## config.mk

```make
export PLATFORM = sky130hd
export DESIGN_NAME = lfsr_gen
export DESIGN_NICKNAME = d
export VERILOG_FILES = /design/src/rtl/lfsr_pkg.sv /design/src/rtl/lfsr_gen_next.sv /design/src/rtl/lfsr_gen.sv
export SDC_FILE = /design/constraint.sdc
export NUM_CORES = 1
export LEC_CHECK = 0
export CAP_MARGIN = 10
export CORE_AREA = 5 5 42 44
export CTS_BUF_LIST = sky130_fd_sc_hd__clkbuf_8
export CTS_CLUSTER_SIZE = 25
export DETAILED_ROUTE_END_ITERATION = 6
export DIE_AREA = 0 0 47 49
export GPL_ROUTABILITY_DRIVEN = 0
export HOLD_SLACK_MARGIN = 0.08
export PLACE_DENSITY = 0.78
export SKIP_CTS_REPAIR_TIMING = 1
export SLEW_MARGIN = 15
export SYNTH_ARGS = -nofsm -noshare
export SYNTH_HDL_FRONTEND = slang
export SYNTH_SLANG_ARGS = --single-unit
```

## constraint.sdc

```tcl
create_clock -name clk -period 3.6 [get_ports clk]
set_clock_uncertainty 0.05 [all_clocks]
set_input_delay 0.72 -clock clk [delete_from_list [all_inputs] [get_ports clk]]
set_output_delay 0.72 -clock clk [all_outputs]
set_load 0.01 [all_outputs]
```

## src/rtl/lfsr_pkg.sv

```systemverilog
// ============================================================================
//  Module      : lfsr_pkg
//  Description : Shared definitions for the lfsr_gen family. Holds the
//                topology enum, the legal width range, and default
//                maximal-length feedback masks for widths 3..32 in both
//                Fibonacci and Galois form.
//  Revision    : 1.0 - initial release
// ============================================================================
`default_nettype none

package lfsr_pkg;

    typedef enum logic {
        LFSR_FIB = 1'b0,
        LFSR_GAL = 1'b1
    } lfsr_mode_e;

    localparam int LFSR_MIN_WIDTH = 3;
    localparam int LFSR_MAX_WIDTH = 32;

    // One-hot mask for a 1-based tap number.
    function automatic logic [31:0] tap_bit(input int k);
        return 32'd1 << (k - 1);
    endfunction

    // Maximal-length Fibonacci masks for a left-shifting register whose new
    // LSB is the parity of (q & mask). The MSB tap is always present.
    function automatic logic [31:0] lfsr_fib_taps(input int width);
        logic [31:0] m;
        m = '0;
        case (width)
            3:  m = tap_bit(3)  | tap_bit(2);
            4:  m = tap_bit(4)  | tap_bit(3);
            5:  m = tap_bit(5)  | tap_bit(3);
            6:  m = tap_bit(6)  | tap_bit(5);
            7:  m = tap_bit(7)  | tap_bit(6);
            8:  m = tap_bit(8)  | tap_bit(6)  | tap_bit(5) | tap_bit(4);
            9:  m = tap_bit(9)  | tap_bit(5);
            10: m = tap_bit(10) | tap_bit(7);
            11: m = tap_bit(11) | tap_bit(9);
            12: m = tap_bit(12) | tap_bit(6)  | tap_bit(4) | tap_bit(1);
            13: m = tap_bit(13) | tap_bit(4)  | tap_bit(3) | tap_bit(1);
            14: m = tap_bit(14) | tap_bit(5)  | tap_bit(3) | tap_bit(1);
            15: m = tap_bit(15) | tap_bit(14);
            16: m = tap_bit(16) | tap_bit(15) | tap_bit(13) | tap_bit(4);
            17: m = tap_bit(17) | tap_bit(14);
            18: m = tap_bit(18) | tap_bit(11);
            19: m = tap_bit(19) | tap_bit(6)  | tap_bit(2) | tap_bit(1);
            20: m = tap_bit(20) | tap_bit(17);
            21: m = tap_bit(21) | tap_bit(19);
            22: m = tap_bit(22) | tap_bit(21);
            23: m = tap_bit(23) | tap_bit(18);
            24: m = tap_bit(24) | tap_bit(23) | tap_bit(22) | tap_bit(17);
            25: m = tap_bit(25) | tap_bit(22);
            26: m = tap_bit(26) | tap_bit(6)  | tap_bit(2) | tap_bit(1);
            27: m = tap_bit(27) | tap_bit(5)  | tap_bit(2) | tap_bit(1);
            28: m = tap_bit(28) | tap_bit(25);
            29: m = tap_bit(29) | tap_bit(27);
            30: m = tap_bit(30) | tap_bit(6)  | tap_bit(4) | tap_bit(1);
            31: m = tap_bit(31) | tap_bit(28);
            32: m = tap_bit(32) | tap_bit(22) | tap_bit(2) | tap_bit(1);
            default: m = '0;
        endcase
        return m;
    endfunction

    // The Galois form of the same primitive polynomial: each non-MSB tap k
    // becomes mask bit k, and the constant term becomes bit 0. The MSB tap
    // is implied by the shifted-out bit, so it falls off the top.
    function automatic logic [31:0] lfsr_gal_taps(input int width);
        logic [31:0] f;
        logic [32:0] w_mask;
        f      = lfsr_fib_taps(width);
        w_mask = (33'd1 << width) - 33'd1;
        return ((f << 1) | 32'd1) & w_mask[31:0];
    endfunction

endpackage : lfsr_pkg

`default_nettype wire

```

## src/rtl/lfsr_gen_next.sv

```systemverilog
// ============================================================================
//  Module      : lfsr_next
//  Description : Pure combinational one-step LFSR transition, usable by the
//                generator and by models/scoreboards alike.
//  Ports       : q      in  WIDTH  present state
//                q_next out WIDTH  state after one step
//  Revision    : 1.0 - initial release
// ============================================================================
`default_nettype none

module lfsr_next
    import lfsr_pkg::*;
#(
    parameter int               WIDTH = 3,
    parameter logic [WIDTH-1:0] TAPS  = WIDTH'(3'b101),
    parameter lfsr_mode_e       MODE  = LFSR_FIB
) (
    input  logic [WIDTH-1:0] q,
    output logic [WIDTH-1:0] q_next
);

    generate
        if (MODE == LFSR_FIB) begin : g_fib
            // Shift left, parity of the tapped bits enters at the LSB.
            assign q_next = {q[WIDTH-2:0], ^(q & TAPS)};
        end else begin : g_gal
            // Shift left; the bit falling out of the MSB folds into the taps.
            assign q_next = {q[WIDTH-2:0], 1'b0} ^ ({WIDTH{q[WIDTH-1]}} & TAPS);
        end
    endgenerate

endmodule : lfsr_next

`default_nettype wire

```

## src/rtl/lfsr_gen.sv

```systemverilog
// ============================================================================
//  Module      : lfsr_gen
//  Description : Parametrised LFSR with seed load, step enable, period
//                measurement and all-zero lockup detection.
//  Ports       : clk      in  1      clock, rising edge
//                rst      in  1      asynchronous active-high reset
//                en       in  1      advance one step
//                load     in  1      load load_val (priority over en)
//                load_val in  WIDTH  value to load
//                q        out WIDTH  registered state
//                wrap     out 1      pulse when a step returns q to start
//                period   out WIDTH  steps in the last completed cycle
//                lockup   out 1      high while q == 0
//  Config      : LFSR_GEN_LOCKUP_RECOVER_EN - when defined, an en step taken
//                in the all-zero state reloads SEED instead of staying stuck.
//  Revision    : 1.0 - initial release
// ============================================================================
`default_nettype none

module lfsr_gen
    import lfsr_pkg::*;
#(
    parameter int               WIDTH = 3,
    parameter logic [WIDTH-1:0] TAPS  = WIDTH'(3'b101),
    parameter lfsr_mode_e       MODE  = LFSR_FIB,
    parameter logic [WIDTH-1:0] SEED  = WIDTH'(3'b100)
) (
    input  logic             clk,
    input  logic             rst,
    input  logic             en,
    input  logic             load,
    input  logic [WIDTH-1:0] load_val,
    output logic [WIDTH-1:0] q,
    output logic             wrap,
    output logic [WIDTH-1:0] period,
    output logic             lockup
);

    localparam logic [WIDTH-1:0] CNT_MAX = '1;

`ifdef LFSR_GEN_LOCKUP_RECOVER_EN
    localparam bit RECOVER_EN = 1'b1;
`else
    localparam bit RECOVER_EN = 1'b0;
`endif

    generate
        if (WIDTH < LFSR_MIN_WIDTH || WIDTH > LFSR_MAX_WIDTH) begin : g_bad_width
            $error("lfsr_gen: WIDTH %0d outside %0d..%0d", WIDTH, LFSR_MIN_WIDTH, LFSR_MAX_WIDTH);
        end
        if (SEED == '0) begin : g_bad_seed
            $error("lfsr_gen: SEED must be non-zero");
        end
    endgenerate

    logic [WIDTH-1:0] q_next;
    logic [WIDTH-1:0] start;
    logic [WIDTH-1:0] cnt;
    logic [WIDTH-1:0] cnt_inc;
    logic             recover;
    logic             hit;

    lfsr_next #(
        .WIDTH (WIDTH),
        .TAPS  (TAPS),
        .MODE  (MODE)
    ) u_next (
        .q      (q),
        .q_next (q_next)
    );

    // Saturating increment: a counter stuck at all-ones means "at least this
    // many steps", never a misleading small value after overflow.
    assign cnt_inc = (cnt == CNT_MAX) ? cnt : cnt + WIDTH'(1);
    assign recover = RECOVER_EN && (q == '0);
    assign hit     = (q_next == start);
    assign lockup  = (q == '0);

    always_ff @(posedge clk or posedge rst) begin
        if (rst) begin
            q      <= SEED;
            start  <= SEED;
            cnt    <= '0;
            period <= '0;
            wrap   <= 1'b0;
        end else if (load) begin
            q     <= load_val;
            start <= load_val;
            cnt   <= '0;
            wrap  <= 1'b0;
        end else if (en) begin
            if (recover) begin
                // Restart from the seed as a fresh sequence; not a wrap.
                q     <= SEED;
                start <= SEED;
                cnt   <= '0;
                wrap  <= 1'b0;
            end else begin
                q <= q_next;
                if (hit) begin
                    wrap   <= 1'b1;
                    period <= cnt_inc;
                    cnt    <= '0;
                end else begin
                    wrap <= 1'b0;
                    cnt  <= cnt_inc;
                end
            end
        end else begin
            wrap <= 1'b0;
        end
    end

endmodule : lfsr_gen

`default_nettype wire
```

==> reports/results.ini, run 1 <==
[status]
status = complete, no violations

[yosys]
netlist-cell-type-count = 23
ys_ff_latch = 13
synth.net_count = 71
syn_area_um2 = 650.6
syn_area_per_cell_um2 = 10.33
ys_seq_area_share_pct = 50.38
syn_inst = 63
synth_warnings = 0

[layout]
syn_to_final_growth_pct = 30.38
diodes = 0
layout_commonest_cell = clkdlybuf4s50_1
fillers = 125
ff_latch_area_um2 = 327.8
fin_cells = 95
drive_gt1_share_pct = 13.92
finalNetCount = 88
final_cell_mix = clkdlybuf4s50_1, dfrtp_1, nand2_1
multiInputGateArea_um2 = 296.5

[min_path]
hold_class = reg2reg
hp-start = start[2]$_DFFE_PP1P_
min_to = start[2]$_DFFE_PP1P_
hold_depth = 2

[cts]
cts_sinks = 13
cts_buffer_depth = 2
clock_tree.root_cell = clkbuf_8
path_clk_slew_ps = 50
cts_tree = done
cts_buffers = 3
clk_latency_ps = 240
htreeDepth = 1

[timing]
rsz0062_at_grt = no
period_needed_ps = 2212
drv_slew = 0
hold_violations = 0
relSlewSlack_pct = 65.95
tightestPinTransition_ps = 509.2
tns_ps = 0
fin_crit_sh_pct = 61.43
setup_violations = 0
maxClockFrequency_mhz = 452.2

[run]
cap_violations = 0

[critical_path]
r2r_slack_ps = 1950
path_class = reg2out
rr_worst_depth = 4
cp_num_buf_inv = 1
cp_cell_sequence = nor3_1 -> clkdlybuf4s50_1
start_kind = flip-flop
crit_family = buffers and inverters
critPathMaxFanout = 6
endpoint_kind = output port
cp.required_ps = 2830
r2r-end = period[1]$_DFFE_PP0P_
r2r-start = q[2]$_DFFE_PP1P_
arrival_ps = 1440
worst_path_max_delay_cell = clkdlybuf4s50_1
slowest_delay_ps = 560

[global_routing]
grt_pass1_vias = 516
overflow = 0
grt_start_max_net_pins = 14
grt_first_pass_wirelength_mm = 2.076
antenna_found_initial = 0
grt_usage_pct = 12.62

[detailed_routing]
vias = 485
wl_mm = 1.184
wire_per_inst_um = 12.46
antenna_left = 0
drt_iter0_drc = 4
first_pass_iters = 4
drc_errors = 0
viasPerCell = 5.105

[power_and_ir_drop]
powerDensity_nw_per_um2 = 530.1
p_leak_nw = 0.3778
peakVddDrop_v = 0.0002836

[floorplanning]
initial_core_util_pct = 46.43
pin_count = 15
placementRows = 14
die_x_um = 47
die_h_um = 49
dieArea_um2 = 2303
design.core.area_um2 = 1401

[placed_design]
portBuffers = 14
place_hpwl_um = 922.4
placedCellCount = 91

[final cells by class]
cell class / count / area share (%)
Tap cell: 16 / 2.360
Multi-Input combinational cell: 43 / 34.96
Clock inverter: 1 / 0.4425
Sequential cell: 13 / 38.64
Timing Repair Buffer: 14 / 16.52
Clock buffer: 3 / 4.867
Inverter: 5 / 2.212
[cells by family after synthesis]
kind of cell | after synthesis | synth area share, %
adders and majority gates | 1 | 1.923
xor gates and xnor gates | 4 | 6.540
buffers and inverters | 7 | 4.039
DFF | 13 | 50.38
muxes | 6 | 11.35
AOI/OAI and AO/OA | 9 | 7.499
and+or+nand+nor | 23 | 18.27
[where the power goes]
group	internal, W	leakage, nW	total [W]	switching, W
sequential	0.000174	0.161	0.000195	0.0000211
clock	0.0000753	0.0269	0.000126	0.0000510
combinational	0.0000769	0.190	0.000129	0.0000520
total	0.000326	0.378	0.000450	0.000124
[routing by layer]
metal | global-route usage [%] | routed length (um) | vias to the layer above
met5 | 0 | 0 | -
met4 | 7.373 | 34 | 0
met3 | 5.166 | 62 | 4
met2 | 17.19 | 547 | 17
met1 | 16.25 | 539 | 220
li1 | - | - | 244
[registers in the layout, indices dropped and copies added, names as in the netlist]
signal and count:
q 3, period 3, start 3, wrap 1, cnt 3
[cells in the mapped netlist]
library cell  number  area [um2]
a21oi_1            1       5.000
xnor2_1            1       8.760
mux2i_1            3       30.03
dfrtp_1           11       275.3
mux2_4             2       30.03
and2_1             1       6.260
a311oi_1           1       8.760
xor2_1             2       17.52
nand2_1            9       33.78
clkbuf_1           2       7.510
o21ai_1            6       30.03
xnor2_2            1       16.27
mux2i_2            1       13.76
nand3_1            3       15.01
inv_1              5       18.77
nor4_2             1       12.51
o21ai_0            1       5.000
nand2b_1           1       6.260
dfstp_2            2       52.55
ha_1               1       12.51
nor3_1             2       10.01
nor2_1             5       18.77
nor3_4             1       16.27
[metrics by stage]
stage	setup slack (ps)	cell area, um2	utilization (%)	total power [W]	hold WS, ps
after global placement	1349	803.3	57.32	0.0003235	409.4
after global routing	1303	848.3	60.54	0.0004789	433.0
after detailed placement	1303	803.3	57.32	0.0003292	411.6
after CTS	1382	848.3	60.54	0.0004583	421.7
final	1388	848.3	60.54	0.0004497	421.5
after floorplan	1762	650.6	-	0.0002642	396.1
[how the worst max path moves through the flow]
| stage | startpoint | cells past startpoint | end | slack [ps] |
|---|---|---|---|---|
| final | q[0]$_DFFE_PP0P_ | 2 | lockup | 1390 |
| after global routing | q[0]$_DFFE_PP0P_ | 2 | lockup | 1300 |
| after CTS | q[0]$_DFFE_PP0P_ | 2 | lockup | 1380 |
| after detailed placement | load | 3 | period[1]$_DFFE_PP0P_ | 1300 |
| after global placement | load | 3 | period[1]$_DFFE_PP0P_ | 1350 |
| after floorplan | en | 4 | period[0]$_DFFE_PP0P_ | 1760 |
[worst reg2reg max path: cells and delay by family, from the launching register on]
kind                      cells  cell delay (ps)
xor gates and xnor gates      1              130
muxes                         2              660
DFF                           1              580
and+or+nand+nor               1              100
Power figures use the tool's default switching activity.
==> run 2: changes to the inputs <==
CORE_AREA = unset   (was 5 5 42 44)
CORE_MARGIN = 5   (was unset)
CORE_UTILIZATION = 50   (was unset)
DIE_AREA = unset   (was 0 0 47 49)
PLACE_DENSITY = 0.8   (was 0.78)
clock period = 2.1 ns   (was 3.6 ns; I/O delays follow)
==> run 2 against run 1 <==
Net effect:
- clock-buffer cell count did not move
- flip-flop and latch count stayed put
- die area decreased by 7.8%
- critical endpoint unchanged
- wire length up 8.4%
- largest cell class unchanged
- sequential power increased by 70%
- via count fell by 1.2%
- first-iteration DRC count shrank 100%
==> reports/results.ini, run 2 (synthesis results as in run 1) <==
[status]
status = complete, no violations

[layout]
drive_gt1_share_pct = 16.05  ; +2.1 points
finalNetCount = 90  ; +2.3%
diodes = 0  ; unchanged
syn_to_final_growth_pct = 32.50
layout_commonest_cell = clkdlybuf4s50_1
final_cell_mix = clkdlybuf4s50_1, dfrtp_1, nand2_1

[critical_path]
worst_path_max_delay_cell = clkdlybuf4s50_1
critPathMaxFanout = 5  ; -1
path_class = reg2out
cp_cell_sequence = nor3_1 -> clkdlybuf4s50_1
cp.required_ps = 1630  ; -1200 ps
arrival_ps = 1430  ; about the same
start_kind = flip-flop
endpoint_kind = output port
rr_worst_depth = 4  ; unchanged
r2r-start = q[2]$_DFFE_PP1P_
crit_family = buffers and inverters
r2r_slack_ps = 440  ; -1510 ps
cp_num_buf_inv = 1  ; unchanged
slowest_delay_ps = 560  ; about the same
r2r-end = period[1]$_DFFE_PP0P_

[floorplanning]
die_h_um = 46.07  ; -6.0%
pin_count = 15  ; unchanged
design.core.area_um2 = 1269  ; -9.5%
dieArea_um2 = 2122  ; -7.8%
die_x_um = 46.07  ; -2.0%
placementRows = 13  ; -1
initial_core_util_pct = 51.28  ; +4.9 points

[timing]
drv_slew = 0  ; unchanged
rsz0062_at_grt = no
period_needed_ps = 1896
relSlewSlack_pct = 66.93  ; +0.98 points
setup_violations = 0  ; unchanged
tns_ps = 0  ; unchanged
hold_violations = 0  ; unchanged
fin_crit_sh_pct = 90.31
tightestPinTransition_ps = 495.5  ; -13.68 ps
setup_slack_ps = 203.6  ; -1185 ps
maxClockFrequency_mhz = 527.3

[cts]
cts_buffer_depth = 2  ; unchanged
cts_buffers = 3  ; unchanged
cts_tree = done
htreeDepth = 1  ; unchanged
path_clk_slew_ps = 60  ; about the same
clk_latency_ps = 240  ; about the same
clock_tree.root_cell = clkbuf_8
cts_sinks = 13  ; unchanged

[placed_design]
place_ws_ps = 348.9  ; -953.9 ps
portBuffers = 14  ; unchanged
place_hpwl_um = 969.8  ; +5.1%

[global_routing]
antenna_found_initial = 0  ; unchanged
grt_pass1_vias = 494  ; -4.3%
grt_start_max_net_pins = 14  ; unchanged
grt_usage_pct = 13.96  ; +1.3 points
overflow = 0  ; unchanged
grt_first_pass_wirelength_mm = 2.187  ; +5.3%

[power_and_ir_drop]
peakVddDrop_v = 0.0005487  ; +93%
p_total_w = 0.0007730  ; +72%
p_leak_nw = 0.3874  ; +2.5%
powerDensity_nw_per_um2 = 896.7  ; +69%

[min_path]
hold_depth = 2  ; unchanged
hold_class = reg2reg
min_to = start[2]$_DFFE_PP1P_
hp-start = start[2]$_DFFE_PP1P_

[detailed_routing]
wl_mm = 1.283  ; +8.4%
antenna_left = 0  ; unchanged
drc_errors = 0  ; unchanged
vias = 479  ; -1.2%
first_pass_iters = 1  ; -3
viasPerCell = 4.990  ; -2.3%
drt_iter0_drc = 0  ; -4
wire_per_inst_um = 13.36  ; +7.2%

[run]
cap_violations = 0  ; unchanged

[run 2: changes by cell type in the layout (fill, tap and decap cells not counted), sizes merged]
cell	delta
buf	+2
[run 2: per-layer routing]
metal,routed length [um],part of all wire [%],global-route usage [%]
met5,0,0,0
met4,11,0.86,5.114
met3,43,3.4,1.563
met2,641,50,24.73
met1,587,46,17.16
[run 2: layout make-up]
class	count	area (um2)
Fill cell	109	406.6
Sequential cell	13	327.8
Multi-Input combinational cell	43	296.5
Timing Repair Buffer	16	155.1
Clock buffer	3	41.29
Inverter	5	18.77
Tap cell	15	18.77
Clock inverter	1	3.754
[run 2: metrics by stage]
| step | hold slack (ps) | instance area, um2 | utilization [%] | instances |
|---|---|---|---|---|
| final | 422.2 | 862.1 | 67.95 | 96 |
| after global routing | 434.2 | 862.1 | 67.95 | 96 |
| after CTS | 423.9 | 862.1 | 67.95 | 96 |
| after detailed placement | 414.6 | 817.0 | 64.40 | 92 |
| after global placement | 406.9 | 817.0 | 64.40 | 92 |
| after floorplan | 245.5 | 650.6 | - | 63 |
[run 2: how the worst max path moves through the flow]
stage	from	end	depth (start not counted)	slack (ps)
finish	q[1]$_DFFE_PP0P_	lockup	2	200
global route	q[0]$_DFFE_PP0P_	lockup	2	70
CTS	q[0]$_DFFE_PP0P_	lockup	2	190
detailed placement	en	period[1]$_DFFE_PP0P_	4	350
global placement	en	period[0]$_DFFE_PP0P_	4	380
floorplan	q[2]$_DFFE_PP1P_	period[0]$_DFFE_PP0P_	4	510
[run 2: tightest hold or removal path, stage by stage, from the launching register on]
cell and delay, ps:
dfstp_2 370, inv_1 50, o21ai_1 50
[run 2: report_power, final]
group,internal [W],leakage [nW],total (W),switching [W]
clock network,0.000129,0.0269,0.000215,0.0000866
logic,0.000135,0.200,0.000226,0.0000918
registers,0.000297,0.161,0.000331,0.0000340
total,0.000561,0.387,0.000773,0.000212
==> run 3: changes to the inputs <==
SLEW_MARGIN = 5   (was 15)
==> results of run 3 <==
Final layout, timing and power as in run 2 (identical DEF).
